File: src/rtl/fifo_pkg.sv
`default_nettype none
// ============================================================================
// Module      : fifo_pkg
// Description : Shared constants and helpers for the synchronous FIFO slice.
//               - clog2 : constant ceil(log2(value)); clog2(1) = 0
//               - FIFO_DATA_W / FIFO_DEPTH : default geometry (16 x 16)
// Revision    : 1.0  initial release
// ============================================================================
package fifo_pkg;

  localparam int FIFO_DATA_W = 16;
  localparam int FIFO_DEPTH  = 16;

  // Elaboration-time ceil(log2(value)).
  function automatic int clog2(input int value);
    int result;
    int v;
    result = 0;
    v      = value - 1;
    while (v > 0) begin
      result = result + 1;
      v      = v >> 1;
    end
    return result;
  endfunction

endpackage : fifo_pkg
`default_nettype wire

File: src/rtl/fifo_ram.sv
`default_nettype none
// ============================================================================
// Module      : fifo_ram
// Description : Simple dual-port storage array, DATA_W x DEPTH.
//               Synchronous write port, registered read port.
//               The array and the read register carry no reset.
// Ports       : clk            - clock, rising edge
//               we/waddr/wdata - write enable, address, data
//               re/raddr       - read enable, address
//               rdata          - registered read data, holds while re=0
// Revision    : 1.0  initial release
// ============================================================================
module fifo_ram
  import fifo_pkg::*;
#(
  parameter int DATA_W = FIFO_DATA_W,
  parameter int DEPTH  = FIFO_DEPTH,
  parameter int ADDR_W = clog2(DEPTH)
) (
  input  logic              clk,
  input  logic              we,
  input  logic [ADDR_W-1:0] waddr,
  input  logic [DATA_W-1:0] wdata,
  input  logic              re,
  input  logic [ADDR_W-1:0] raddr,
  output logic [DATA_W-1:0] rdata
);

  logic [DATA_W-1:0] r_mem [DEPTH];
  logic [DATA_W-1:0] r_rdata;

  always_ff @(posedge clk) begin
    if (we) begin
      r_mem[waddr] <= wdata;
    end
    if (re) begin
      r_rdata <= r_mem[raddr];
    end
  end

  assign rdata = r_rdata;

endmodule : fifo_ram
`default_nettype wire

File: src/rtl/sync_fifo_buffer.sv
`default_nettype none
// ============================================================================
// Module      : sync_fifo_buffer
// Description : Parametrised single-clock FIFO with occupancy count,
//               full/empty and almost-full/almost-empty flags, one-cycle
//               read latency with rd_valid strobe, and sticky
//               overflow/underflow error flags.
// Ports       : clk, rst     - clock / synchronous active-high reset
//               w, data_in   - write request and data
//               r            - read request
//               clr_err      - clears overflow/underflow
//               data_out     - registered read data
//               rd_valid     - pulse: data_out updated this cycle
//               full, empty, almost_full, almost_empty, count - status
//               overflow     - sticky: a write was rejected
//               underflow    - sticky: a read was rejected
// Revision    : 1.0  initial release
// ============================================================================
module sync_fifo_buffer
  import fifo_pkg::*;
#(
  parameter int DATA_W   = FIFO_DATA_W,
  parameter int DEPTH    = FIFO_DEPTH,
  parameter int AF_LEVEL = DEPTH - 2,
  parameter int AE_LEVEL = 2
) (
  input  logic                        clk,
  input  logic                        rst,
  input  logic                        w,
  input  logic [DATA_W-1:0]           data_in,
  input  logic                        r,
  input  logic                        clr_err,
  output logic [DATA_W-1:0]           data_out,
  output logic                        rd_valid,
  output logic                        full,
  output logic                        empty,
  output logic                        almost_full,
  output logic                        almost_empty,
  output logic [clog2(DEPTH+1)-1:0]   count,
  output logic                        overflow,
  output logic                        underflow
);

  localparam int ADDR_W = clog2(DEPTH);
  localparam int CNT_W  = clog2(DEPTH + 1);

  localparam logic [CNT_W-1:0] C_DEPTH_CNT = CNT_W'(DEPTH);
  localparam logic [CNT_W-1:0] C_AF_LEVEL  = CNT_W'(AF_LEVEL);
  localparam logic [CNT_W-1:0] C_AE_LEVEL  = CNT_W'(AE_LEVEL);

  logic [ADDR_W-1:0] r_wptr;
  logic [ADDR_W-1:0] r_rptr;
  logic [CNT_W-1:0]  r_count;
  logic              r_rd_valid;
  logic              r_overflow;
  logic              r_underflow;
  // Set by the first accepted read after reset; until then data_out reads
  // as zero because the RAM read register itself is not reset.
  logic              r_dout_live;

  logic              w_full;
  logic              w_empty;
  logic              w_rd_acc;
  logic              w_wr_acc;
  logic [DATA_W-1:0] w_ram_rdata;

  assign w_full  = (r_count == C_DEPTH_CNT);
  assign w_empty = (r_count == '0);

  // A read on a full FIFO frees a slot in the same cycle, so the write
  // may proceed. An empty FIFO never bypasses write data to the reader.
  assign w_rd_acc = r & ~w_empty;
  assign w_wr_acc = w & (~w_full | r);

  fifo_ram #(
    .DATA_W (DATA_W),
    .DEPTH  (DEPTH),
    .ADDR_W (ADDR_W)
  ) u_ram (
    .clk   (clk),
    .we    (w_wr_acc & ~rst),
    .waddr (r_wptr),
    .wdata (data_in),
    .re    (w_rd_acc & ~rst),
    .raddr (r_rptr),
    .rdata (w_ram_rdata)
  );

  always_ff @(posedge clk) begin
    if (rst) begin
      r_wptr      <= '0;
      r_rptr      <= '0;
      r_count     <= '0;
      r_rd_valid  <= 1'b0;
      r_overflow  <= 1'b0;
      r_underflow <= 1'b0;
      r_dout_live <= 1'b0;
    end else begin
      if (w_wr_acc) begin
        r_wptr <= r_wptr + ADDR_W'(1);
      end
      if (w_rd_acc) begin
        r_rptr      <= r_rptr + ADDR_W'(1);
        r_dout_live <= 1'b1;
      end
      r_rd_valid <= w_rd_acc;

      case ({w_wr_acc, w_rd_acc})
        2'b10:   r_count <= r_count + CNT_W'(1);
        2'b01:   r_count <= r_count - CNT_W'(1);
        default: r_count <= r_count;
      endcase

      // A new error event takes precedence over a coincident clear.
      if (w & w_full & ~r) begin
        r_overflow <= 1'b1;
      end else if (clr_err) begin
        r_overflow <= 1'b0;
      end

      if (r & w_empty) begin
        r_underflow <= 1'b1;
      end else if (clr_err) begin
        r_underflow <= 1'b0;
      end
    end
  end

  assign data_out     = r_dout_live ? w_ram_rdata : '0;
  assign rd_valid     = r_rd_valid;
  assign full         = w_full;
  assign empty        = w_empty;
  assign almost_full  = (r_count >= C_AF_LEVEL);
  assign almost_empty = (r_count <= C_AE_LEVEL);
  assign count        = r_count;
  assign overflow     = r_overflow;
  assign underflow    = r_underflow;

endmodule : sync_fifo_buffer
`default_nettype wire

File: config.mk
export PLATFORM = sky130hd
export DESIGN_NAME = sync_fifo_buffer
export DESIGN_NICKNAME = d
export VERILOG_FILES = /design/src/rtl/fifo_pkg.sv /design/src/rtl/fifo_ram.sv /design/src/rtl/sync_fifo_buffer.sv
export SDC_FILE = /design/constraint.sdc
export NUM_CORES = 1
export LEC_CHECK = 0
export CAP_MARGIN = 20
export CORE_ASPECT_RATIO = 1.4
export CORE_UTILIZATION = 28
export DETAILED_ROUTE_END_ITERATION = 8
export GPL_TIMING_DRIVEN = 0
export SYNTH_ARGS = -nofsm -noshare
export SYNTH_HDL_FRONTEND = slang
export SYNTH_SLANG_ARGS = --single-unit
File: constraint.sdc
create_clock -name clk -period 9.72 [get_ports clk]
set_clock_uncertainty 0.05 [all_clocks]
set_input_delay 1.458 -clock clk [delete_from_list [all_inputs] [get_ports clk]]
set_output_delay 1.458 -clock clk [all_outputs]
set_load 0.005 [all_outputs]
==> results.cfg <==
[placed_design]
hpwl_um = 15800
port_buffers = 47
placed_area_um2 = 12500
place_ws_ns = 4.98
globalplace.congestion = 0.727

[route]
route.detailed.drc = 0
routed_wl_um = 25100
drt_pass1_iterations = 5
via_per_inst = 4.74
ant_nets = 0
vias = 5687
post_drt_wl_per_cell_um = 20.9
drt_iter0_markers = 432

[pwr]
intPower_uw = 2370
p_sw_frac = 0.264
powerDensity_nw_per_um2 = 240
p_clk_frac = 0.331
power_frac_seq = 0.451
switching_power_uw = 848
p_leak_uw = 0.00423
peakVddDrop_uv = 159
combPwrFrac = 0.218
total_power_uw = 3220

[logic_synthesis]
synth-main-ff-cell = edfxtp_1
syn_area_um2 = 11300
synth-seq-cells = 289
synth-adder-area-share = 0.00997
synth-simple-area-share = 0.0476
seq_area_frac_synth = 0.753
synth_nets = 595
synth_compound_area_frac = 0.0357
yosysUniqueCellTypes = 43
ys_warn_count = 0
async_reset_ff_frac = 0
syn_area_per_cell_um2 = 20.0
synthMuxAreaShare = 0.130
synthXorXnorAreaFrac = 0.00620
synth_edf_count = 272
synth_top_family_by_area = multiplexers
synth_cells = 565

[sta]
slew_viol_final = 0
final.setup.tns_ns = 0
period_needed_ns = 4.25
period_share = 0.437
fmax_mhz = 235
setup_ws_ns = 5.47
rsz0062_at_grt = no
max_slew_margin = 0.266
hold_violations = 0
setup_viol = 0
worst_pin_slew_ns = 1.10

[worst_setup_path]
cp_data_arrival_time_ns = 4.67
worstSetupPathType = in -> reg
cp_max_fo = 10
rrSetupSlack_ns = 6.01
start_kind = input port
cp_slowest_cell = or4b_2
slowest_delay_ns = 0.63
end_kind = flip-flop
path_cells = clkdlybuf4s50_1 > o31a_4 > buf_6 > inv_1 > ha_1 > buf_2 > xor2_1 > ha_1 > a21oi_1 > a221oi_1 > or4b_2 > nand3_1
critPathBufInv = 4
path_delay_family = buffers and inverters
crit_required_ns = 10.15
reg2reg_depth = 14
startpoint = r
crit_end = count[4]
reg2reg_to = count[4]
r2r_start = count[1]
cp.depth = 12
crit_top_cell = ha_1

[clock_network]
cts.sinks = 289
cts_tree = built
ctsHoldBuffers = 0
path_clk_slew_ns = 0.06
insertion_delay_ns = 0.54
cts_buffers = 29
clk_path_buf_depth = 3
postCtsResizedCells = 0
clockRootBuffer = clkbuf_16
cts_post_setup_buffers_inserted = 0
htree_levels = 1

[global_routing]
track_usage = 0.125
grt_max_degree = 17
antenna_found_initial = 0
grt_pass1_wl_um = 37500
overflow = 0
grt_pass1_vias = 5959

[job]
cap_viol_max_count = 0

[outcome]
status = finished, final reports clean

[cells_and_area]
syn2layout_area_growth_pct = 18.8
layout_common_cells = 272 x edfxtp_1, 64 x mux4_2, 47 x clkdlybuf4s50_1, 34 x a22oi_1, 29 x clkbuf_16
diodes = 0
drive_above_1_share = 0.210
fin_util = 0.339
final_common_cell = edfxtp_1
nNetsFinal = 678
post-route-cell-area_um2 = 13400

[floorplanning]
dieWidth_um = 172
core_um2 = 39600
die_h_um = 240
rows = 86
die_area_um2 = 41200
io_pins = 49
initial_core_util = 0.285

[worst_hold_path]
min_path_type = reg -> reg
==> per-layer routing <==
layer,part of all wire,GRT usage,vias up
met5,0,0,-
met4,0.019,0.0314,0
met3,0.064,0.0226,32
met2,0.51,0.219,167
met1,0.40,0.158,3002
li1,-,-,2486
==> metrics by stage <==
step                      hold WS (ns)  instances
final                            0.479       1199
after global routing             0.507       1199
after CTS                        0.481       1198
after detailed placement         0.467       1144
after global placement           0.456       1140
after floorplan                  0.420        565
==> cell families (layout without fill, tap and decap cells) <==
logic type | Yosys count | count (layout)
AOI/OAI and AO/OA | 51 | 51
xor gates and xnor gates | 8 | 8
adders and majority gates | 9 | 9
buffers and inverters | 41 | 147
DFF | 289 | 289
muxes | 67 | 67
and+or+nand+nor | 100 | 100
==> worst register-to-register path, stage by stage, from the launching register on <==
cell	delay (ns)
dfxtp_1	0.32
buf_6	0.13
or4_4	0.51
buf_6	0.16
o31a_4	0.33
buf_6	0.15
inv_1	0.07
ha_1	0.17
buf_2	0.18
xor2_1	0.18
ha_1	0.20
a21oi_1	0.07
a221oi_1	0.39
or4b_2	0.63
nand3_1	0.10
==> sequential cells by signal, summed over array words and instances, names as in the netlist <==
register     count
u_ram.r_mem    256
u_ram.rdata     16
count            5
r_rptr           4
r_wptr           4
overflow         1
r_dout_live      1
rd_valid         1
underflow        1
==> cell usage after synthesis, drive strengths merged (2+ instances only) <==
cell | n | area (um2)
dfxtp | 17 | 340
nor2 | 20 | 75.1
buf | 16 | 101
and2 | 17 | 106
nand2b | 2 | 12.5
o21ai | 3 | 18.8
mux2i | 3 | 30.0
edfxtp | 272 | 8170
a21oi | 4 | 20.0
and3 | 13 | 86.3
inv | 9 | 33.8
ha | 9 | 113
o211ai | 2 | 15.0
a221oi | 2 | 17.5
xor2 | 5 | 43.8
nor2b | 4 | 25.0
mux4 | 64 | 1440
nand3 | 3 | 15.0
a22oi | 34 | 255
or4 | 2 | 18.8
nor3b | 2 | 15.0
clkbuf | 16 | 60.1
nor3 | 9 | 45.0
xnor2 | 3 | 26.3
nand2 | 21 | 78.8
==> final cells by class <==
type	instances	area (um2)
clock inverters	21	166
multi-input cells	235	2610
well taps	528	661
inverters	9	33.8
fillers	3817	26200
flip-flops and latches	289	8510
clock buffers	33	741
repair buffers	52	538
plain buffers	32	161
==> power groups by stage <==
stage | clock (uW) | sequential, uW | combinational (uW)
5_1_grt | 1130 | 1460 | 760
3_5_place_dp | 0 | 1480 | 707
4_1_cts | 1080 | 1450 | 710
6_report | 1060 | 1450 | 703
3_3_place_gp | 0 | 1480 | 696
2_1_floorplan | 0 | 1470 | 459
==> worst min path at each step <==
stage / startpoint / cells after the start / to
final: overflow / 2 / overflow
after global routing: overflow / 2 / overflow
after CTS: overflow / 2 / overflow
after detailed placement: overflow / 2 / overflow
after global placement: overflow / 2 / overflow
after floorplan: r_dout_live / 2 / r_dout_live
Power figures use the tool's default switching activity.
